==> config.mk <==
export PLATFORM = sky130hd
export DESIGN_NAME = img_sender
export DESIGN_NICKNAME = d
export VERILOG_FILES = /design/src/rtl/img_sender_pkg.sv /design/src/rtl/img_sender.sv
export SDC_FILE = /design/constraint.sdc
export NUM_CORES = 1
export LEC_CHECK = 0
export CAP_MARGIN = 40
export CORE_MARGIN = 2
export CORE_UTILIZATION = 48
export DETAILED_ROUTE_END_ITERATION = 16
export PLACE_DENSITY_LB_ADDON = 0.15
export SLEW_MARGIN = 15
export SYNTH_ARGS = -nofsm -noshare
export SYNTH_HDL_FRONTEND = slang
export SYNTH_SLANG_ARGS = --single-unit
==> constraint.sdc <==
create_clock -name avm_clk -period 5.07 [get_ports avm_clk]
set_input_delay 1.521 -clock avm_clk [delete_from_list [all_inputs] [get_ports avm_clk]]
set_output_delay 1.521 -clock avm_clk [all_outputs]
set_load 0.1 [all_outputs]
==> src/rtl/img_sender_pkg.sv <==
// img_sender_pkg: UART register map, status bits and sender state encoding
package img_sender_pkg;
  localparam logic [4:0] RX_BASE     = 5'd0;
  localparam logic [4:0] TX_BASE     = 5'd4;
  localparam logic [4:0] STATUS_BASE = 5'd8;
  localparam int         TX_OK_BIT   = 6;
  localparam int         RX_OK_BIT   = 7;
  typedef enum logic [2:0] {S_IDLE, S_FETCH, S_POLL, S_SEND, S_DONE} state_t;
endpackage

==> src/rtl/img_sender.sv <==
// img_sender: streams a frame buffer out of an Avalon-MM UART, two bytes per pixel, high byte first
module img_sender
  import img_sender_pkg::*;
#(
  parameter int HEIGHT = 480,
  parameter int WIDTH  = 800
) (
  input  logic        avm_clk,
  input  logic        avm_rst,
  input  logic        i_start,
  output logic [4:0]  avm_address,
  output logic        avm_read,
  input  logic [31:0] avm_readdata,
  output logic        avm_write,
  output logic [31:0] avm_writedata,
  input  logic        avm_waitrequest,
  output logic [19:0] o_address,
  input  logic [15:0] i_data,
  output logic        o_busy,
  output logic        o_fin
);
  localparam logic [19:0] LAST = 20'(HEIGHT * WIDTH - 1);
  state_t      state;
  logic [15:0] pixel;
  logic        byte_sel;
  logic        unused_status;
  assign unused_status = ^{avm_readdata[31:TX_OK_BIT+1], avm_readdata[TX_OK_BIT-1:0]};
  assign o_busy = state != S_IDLE;
  // Frame sequencer; bus outputs are set on each transition so they always describe the state being entered
  always_ff @(posedge avm_clk or posedge avm_rst)
    if (avm_rst) begin
      state         <= S_IDLE;
      avm_address   <= STATUS_BASE;
      avm_read      <= 1'b0;
      avm_write     <= 1'b0;
      avm_writedata <= '0;
      o_address     <= '0;
      pixel         <= '0;
      byte_sel      <= 1'b0;
      o_fin         <= 1'b0;
    end else
      case (state)
        S_IDLE:
          if (i_start) begin
            o_address <= '0;
            state     <= S_FETCH;
          end
        S_FETCH: begin
          pixel       <= i_data;
          byte_sel    <= 1'b0;
          avm_address <= STATUS_BASE;
          avm_read    <= 1'b1;
          state       <= S_POLL;
        end
        S_POLL:
          if (!avm_waitrequest && avm_readdata[TX_OK_BIT]) begin
            avm_read      <= 1'b0;
            avm_write     <= 1'b1;
            avm_address   <= TX_BASE;
            avm_writedata <= {24'b0, byte_sel ? pixel[7:0] : pixel[15:8]};
            state         <= S_SEND;
          end
        S_SEND:
          if (!avm_waitrequest) begin
            avm_write   <= 1'b0;
            avm_address <= STATUS_BASE;
            if (!byte_sel) begin
              byte_sel <= 1'b1;
              avm_read <= 1'b1;
              state    <= S_POLL;
            end else if (o_address == LAST) begin
              o_fin <= 1'b1;
              state <= S_DONE;
            end else begin
              o_address <= o_address + 20'd1;
              state     <= S_FETCH;
            end
          end
        S_DONE: begin
          o_fin <= 1'b0;
          state <= S_IDLE;
        end
        default: state <= S_IDLE;
      endcase
endmodule

==> flow_summary_export.csv, run 1 <==
group,metric,value,unit
outcome,status,"completed",
hold_path,hp-class,"reg2reg",
finish,drive_gt1_frac,0.206,
global_route,grt_first_pass_wirelength,10200,µm
detailed_routing,wl_per_cell,13.7,µm
detailed_routing,drc_errors,0,
worst_setup_path,cp_max_fo,12,
hold_path,hold_path_end,"pixel[9]",
sta,relSlewSlack,0.566,
sta,hold_violations,0,
clock_network,clock_latency,310,ps
sta,tightestPinTransition,651,ps
detailed_routing,first_iter_violations,127,
global_route,grt_pass1_vias,2163,
placement,portBuffers,54,
floorplan,rows,28,
detailed_routing,dr.pass1.iters,4,
synthesis,ys.flop_type,"dfrtp_1",
synthesis,synth-simple-area-share,0.178,
synthesis,synth-xor-area-share,0,
placement,dpl_cell_area,3950,µm²
clock_network,cts_max_level,2,
worst_setup_path,arrival,1870,ps
power_and_ir_drop,power,2.40,mW
worst_setup_path,path_cells,"nor2_1 -> nand2_1 -> clkdlybuf4s50_1 -> buf_8",
synthesis,synth-compound-area-share,0.167,
sta,fmax,295,MHz
finish,diodes,0,
sta,fin_worst_skew,11.9,ps
worst_setup_path,rr_endpoint,"o_address[0]",
worst_setup_path,start_kind,"flop",
synthesis,synth_fa_ha_area_frac,0.00427,
finish,regArea,1330,µm²
power_and_ir_drop,cellLeakagePower,1.75,nW
detailed_routing,totalWireLength,6070,µm
clock_network,cts_hold_buffers,0,
finish,final_nets,421,
power_and_ir_drop,worst_ir_drop_vdd,498,µV
worst_setup_path,max_stage_delay,600,ps
global_route,track_usage,0.196,
power_and_ir_drop,p_per_area,592,nW/µm²
finish,design_area,4050,µm²
worst_setup_path,rrSetupSlack,3010,ps
placement,place_congestion,0.790,
worst_setup_path,reg2reg_from,"o_address[1]",
clock_network,clock_path_buffers,2,
sta,fin_crit_sh,0.668,
synthesis,synth_mux_area_frac,0.0888,
clock_network,post_cts_buffers,0,
placement,dp.cells,436,
synthesis,synth_edf_count,0,
detailed_routing,drt-vias-per-instance,5.25,
worst_setup_path,cp.required,3550,ps
detailed_routing,drtAntennaViolNets,0,
clock_network,cts.clk_slew.worst_paths,90,ps
hold_path,holdPathStages,1,
synthesis,syn_area,2930,µm²
placement,detailed_place_hpwl,4370,µm
clock_network,cts_buffers,5,
synthesis,synth_top_family_by_area,"simple AND/OR/NAND/NOR gates",
clock_network,clock-sinks,53,
flow_run,maxCapViolCount,0,
worst_setup_path,worst-r2r-cell-count,6,
global_route,overflow,0,
floorplan,start_util,0.495,
synthesis,synthCells,284,
synthesis,yosys_warnings,0,
floorplan,die_width,82.2,µm
floorplan,core_area,5920,µm²
clock_network,cts_root_buf,"clkbuf_8",
worst_setup_path,cp_slowest_cell,"dfrtp_1",
synthesis,avgSynthCellArea,10.3,µm²
worst_setup_path,crit_path_end_kind,"primary output",
finish,area_growth,38.2,%
worst_setup_path,critPathTopFamily,"buffers and inverters",
sta,period_minus_slack,3390,ps
sta,fin_tns_setup,0,ps
clock_network,post_cts_resized,0,
worst_setup_path,crit_type,"reg2out",
floorplan,ios,113,
global_route,grt_max_degree,28,
clock_network,cts_tree,"built",
detailed_routing,vias,2333,
synthesis,ys_seq_elements,53,
sta,finalSetupViolCount,0,
sta,rsz0062_at_grt,"no",
finish,multi_input_area,1390,µm²
synthesis,async_reset_ff_frac,1.00,
finish,fillers,461,
floorplan,dieArea,6750,µm²
synthesis,ys_types,57,
synthesis,yosysSeqAreaShare,0.453,
hold_path,worstHoldStart,"pixel[9]",
global_route,antenna_found_initial,0,
floorplan,die_h,82.2,µm
finish,stdcell_count,444,
worst_setup_path,cp_num_buf_inv,2,
sta,drv_slew,0,
sequential cells by signal, indices dropped and copies added, names as in the netlist, 2 cells and up:
| signal | cells |
|---|---|
| state | 3 |
| avm_address | 2 |
| o_address | 20 |
| avm_writedata | 8 |
| pixel | 16 |
cells in the final DEF, fill, tap and decap left out, types with 2 or more instances in the layout:
cell / n
o21ai_0: 3
o22a_1: 2
nor2b_1: 3
or2_2: 2
and3_1: 3
clkbuf_8: 7
mux2_2: 7
inv_1: 7
a21oi_1: 21
conb_1: 27
o31ai_1: 9
nor3_1: 3
nand3_1: 10
o211ai_1: 3
nor3_2: 2
o311ai_1: 2
nor2_1: 18
a41oi_1: 2
o31ai_2: 4
clkdlybuf4s50_1: 54
buf_8: 34
and2_1: 6
buf_4: 2
a31oi_1: 7
o311ai_0: 3
mux2i_1: 8
nand2_1: 18
nand4_1: 2
dfrtp_1: 52
or3_1: 2
o21ai_1: 9
mux2_1: 9
worst max path at each step:
| stage | startpoint | end | slack, ps | cells after the start |
|---|---|---|---|---|
| 2_1_floorplan | avm_rst | avm_address[2] | 2260 | 1 |
| 3_3_place_gp | state[0] | o_busy | 1610 | 3 |
| 4_1_cts | state[0] | o_busy | 1660 | 4 |
| 3_5_place_dp | avm_waitrequest | o_address[4] | 1620 | 6 |
| 6_report | state[0] | o_busy | 1680 | 4 |
| 5_1_grt | state[0] | o_busy | 1560 | 4 |
cell usage after synthesis, types with 3 or more instances:
library cell / count / share of area
mux2i_1: 8 / 0.027
buf_2: 6 / 0.010
o31ai_2: 4 / 0.017
buf_4: 31 / 0.079
o211ai_1: 3 / 0.0077
a31oi_1: 7 / 0.015
nor2_1: 18 / 0.023
o21ai_0: 3 / 0.0051
o31ai_1: 9 / 0.023
nor3_1: 3 / 0.0051
o21ai_1: 9 / 0.015
nand2_1: 18 / 0.023
dfrtp_1: 52 / 0.44
inv_1: 8 / 0.010
mux2_2: 7 / 0.027
nand3_1: 10 / 0.017
and3_1: 3 / 0.0064
and2_1: 6 / 0.013
nor2b_1: 3 / 0.0064
a21oi_1: 21 / 0.036
o311ai_0: 3 / 0.0090
mux2_1: 9 / 0.035
metrics by stage:
| stage | util | hold WS [ps] | worst slack [ps] |
|---|---|---|---|
| floorplan | - | 457 | 2260 |
| global placement | 0.573 | 467 | 1610 |
| detailed placement | 0.667 | 474 | 1620 |
| CTS | 0.684 | 495 | 1660 |
| global route | 0.684 | 522 | 1560 |
| finish | 0.684 | 493 | 1680 |
power breakdown:
part / total (mW) / internal, mW / switching [mW] / leakage [nW]
sequential: 0.708 / 0.571 / 0.137 / 0.651
clock: 0.261 / 0.124 / 0.137 / 0.0542
combinational: 1.43 / 0.519 / 0.910 / 1.05
total: 2.40 / 1.21 / 1.18 / 1.75
per-layer routing:
| metal | routed length (µm) | up-vias | track usage |
|---|---|---|---|
| li1 | - | 1144 | - |
| met5 | 0 | - | 0 |
| met3 | 215 | 6 | 0.0348 |
| met2 | 3090 | 56 | 0.331 |
| met1 | 2710 | 1127 | 0.262 |
| met4 | 58 | 0 | 0.0500 |
worst reg2reg max path: stages (launching register included):
cell and delay (ps):
dfrtp_1 440, ha_1 250, nand4_2 190, or2_4 350, nor2_8 160, or2_1 420, a21oi_1 130
logic make-up (layout without fill, tap and decap cells):
group / after synthesis / after routing
AO/OA/AOI/OAI: 71 / 71
adder cells (fa/ha/maj): 1 / 1
other: 1 / 27
flip-flops: 53 / 53
AND/OR/NAND/NOR: 85 / 85
multiplexers: 24 / 24
buffers and inverters: 49 / 108
layout make-up:
cell class | instances | share of cell area
clock buffer | 7 | 0.0238
timing repair buffer | 92 | 0.275
inverter | 8 | 0.00741
tap | 75 | 0.0232
multi-input combinational | 208 | 0.342
clock inverter | 1 | 0.00123
sequential | 53 | 0.328
Power figures use the tool's default switching activity.
==> inputs of run 2 (changes only) <==
--- a/config.mk
+++ b/config.mk
@@ -7,7 +7,7 @@
 export LEC_CHECK = 0
 export CAP_MARGIN = 40
 export CORE_MARGIN = 2
-export CORE_UTILIZATION = 48
+export CORE_UTILIZATION = 44
 export DETAILED_ROUTE_END_ITERATION = 16
 export PLACE_DENSITY_LB_ADDON = 0.15
 export SLEW_MARGIN = 15
==> constraint.sdc (replaced) <==
create_clock -name avm_clk -period 3.24 [get_ports avm_clk]
set_input_delay 0.972 -clock avm_clk [delete_from_list [all_inputs] [get_ports avm_clk]]
set_output_delay 0.972 -clock avm_clk [all_outputs]
set_load 0.1 [all_outputs]
==> run 2 against run 1 <==
Critical path depth rose by 1. Core utilization fell by 14 points. First-iteration DRC count fell by 9.4%. Cell area fell by 15%. Sequential share of layout area rose by 5.6 points. Cell count fell by 7.0%. Total power rose by 43%. Sequential power rose by 53%. Die area rose by 8.6%. Global-route usage fell by 3.4 points. Largest power group unchanged.
==> flow_summary_export.csv, run 2 (synthesis gave the netlist of run 1 again) <==
group,metric,value,unit
clock_network,cts_root_buf,"clkbuf_8",
detailed_routing,drtAntennaViolNets,0,
sta,fin_crit_sh,0.763,
finish,area_growth,18.2,%
finish,design_area,3460,µm²
worst_setup_path,rr_endpoint,"o_address[5]",
detailed_routing,drc_errors,0,
detailed_routing,vias,2190,
floorplan,core_area,6390,µm²
finish,regMostFlops,"o_address",
power_and_ir_drop,p_per_area,988,nW/µm²
floorplan,die_width,85.6,µm
clock_network,cts_hold_buffers,0,
placement,portBuffers,54,
sta,period_minus_slack,2470,ps
floorplan,dieArea,7330,µm²
placement,detailed_place_hpwl,4140,µm
detailed_routing,dr.pass1.iters,4,
worst_setup_path,worst-r2r-cell-count,6,
clock_network,cts_buffers,5,
sta,tightestPinTransition,559,ps
finish,drive_gt1_frac,0.229,
worst_setup_path,arrival,2650,ps
sta,relSlewSlack,0.624,
worst_setup_path,start_kind,"primary input",
clock_network,clock_path_buffers,2,
global_route,grt_pass1_vias,2091,
sta,fin_tns_setup,0,ps
sta,hold_violations,0,
power_and_ir_drop,cellLeakagePower,1.55,nW
clock_network,post_cts_buffers,0,
sta,fmax,405,MHz
hold_path,worstHoldStart,"pixel[9]",
global_route,grt_first_pass_wirelength,9700,µm
worst_setup_path,cp_max_fo,19,
finish,fillers,605,
detailed_routing,totalWireLength,5860,µm
hold_path,hold_path_end,"pixel[9]",
outcome,status,"completed",
floorplan,ios,113,
finish,post-route-util,0.543,
placement,place_congestion,0.735,
global_route,overflow,0,
sta,finalSetupViolCount,0,
clock_network,cts_max_level,2,
hold_path,holdPathStages,1,
worst_setup_path,rrSetupSlack,1140,ps
worst_setup_path,cp.required,3420,ps
sta,drv_slew,0,
worst_setup_path,reg2reg_from,"o_address[1]",
worst_setup_path,crit_path_end_kind,"flop",
clock_network,post_cts_resized,0,
floorplan,start_util,0.459,
detailed_routing,first_iter_violations,115,
worst_setup_path,crit_type,"in2reg",
flow_run,maxCapViolCount,0,
detailed_routing,drt-vias-per-instance,5.30,
global_route,track_usage,0.162,
power_and_ir_drop,worst_ir_drop_vdd,658,µV
clock_network,cts_tree,"built",
finish,final_nets,388,
clock_network,clock-sinks,53,
global_route,antenna_found_initial,0,
finish,largest_register_ff_count,20,
sta,fin_worst_skew,7.09,ps
clock_network,cts.clk_slew.worst_paths,110,ps
floorplan,rows,29,
finish,mostFrequentLayoutCell,"dfrtp_1",
global_route,grt_max_degree,34,
hold_path,hp-class,"reg2reg",
finish,layout_common_cells,"52 x dfrtp_1, 38 x buf_4, 27 x conb_1",
detailed_routing,wl_per_cell,14.2,µm
finish,diodes,0,
sta,rsz0062_at_grt,"no",
placement,dpl_cell_area,3350,µm²
finish,reg.largest.list,"o_address (20), pixel (16), avm_writedata (8)",
clock_network,clock_latency,310,ps
floorplan,die_h,85.6,µm
## run 2: area by class of cell
| class | instances | area, µm² | area share |
|---|---|---|---|
| Timing Repair Buffer | 59 | 505 | 0.146 |
| Multi-Input combinational cell | 208 | 1390 | 0.400 |
| Clock inverter | 3 | 50.0 | 0.0144 |
| Tap cell | 77 | 96.3 | 0.0278 |
| Sequential cell | 53 | 1330 | 0.383 |
| Inverter | 8 | 30.0 | 0.00867 |
| Clock buffer | 5 | 68.8 | 0.0199 |
## run 2: worst max-delay path, cell delays in order
cell and delay, ps:
clkdlybuf4s50_1 490, or3b_4 390, a21o_4 300, o311ai_0 370, o31ai_1 130
## run 2: worst max path at each step
| stage | from | end | slack [ps] |
|---|---|---|---|
| CTS | i_start | o_address[4] | 780 |
| global placement | i_start | o_address[5] | 480 |
| floorplan | o_address[1] | o_address[5] | 790 |
| detailed placement | i_start | o_address[4] | 450 |
| finish | i_start | o_address[4] | 770 |
| global route | avm_waitrequest | o_address[5] | 700 |
## run 2: metal layers
layer,share of wire,global-route usage,vias up,wire (µm)
met5,0,0,-,0
met4,0.0075,0.0404,0,44
met3,0.047,0.0308,6,278
met2,0.51,0.282,55,2970
met1,0.44,0.208,1059,2560
li1,-,-,1070,-
## run 2: per-stage QoR
step / cells / hold WS (ps) / setup slack (ps) / power [mW]
4_1_cts: 413 / 502 / 781 / 3.45
5_1_grt: 413 / 520 / 695 / 3.60
3_5_place_dp: 405 / 476 / 449 / 2.97
2_1_floorplan: 310 / 457 / 786 / 2.63
6_report: 413 / 499 / 769 / 3.42
3_3_place_gp: 405 / 466 / 483 / 2.95
## run 2: power by group
group	internal, mW	switching (mW)	total, mW
Combinational	0.487	1.38	1.87
Sequential	0.893	0.185	1.08
Clock	0.237	0.239	0.476
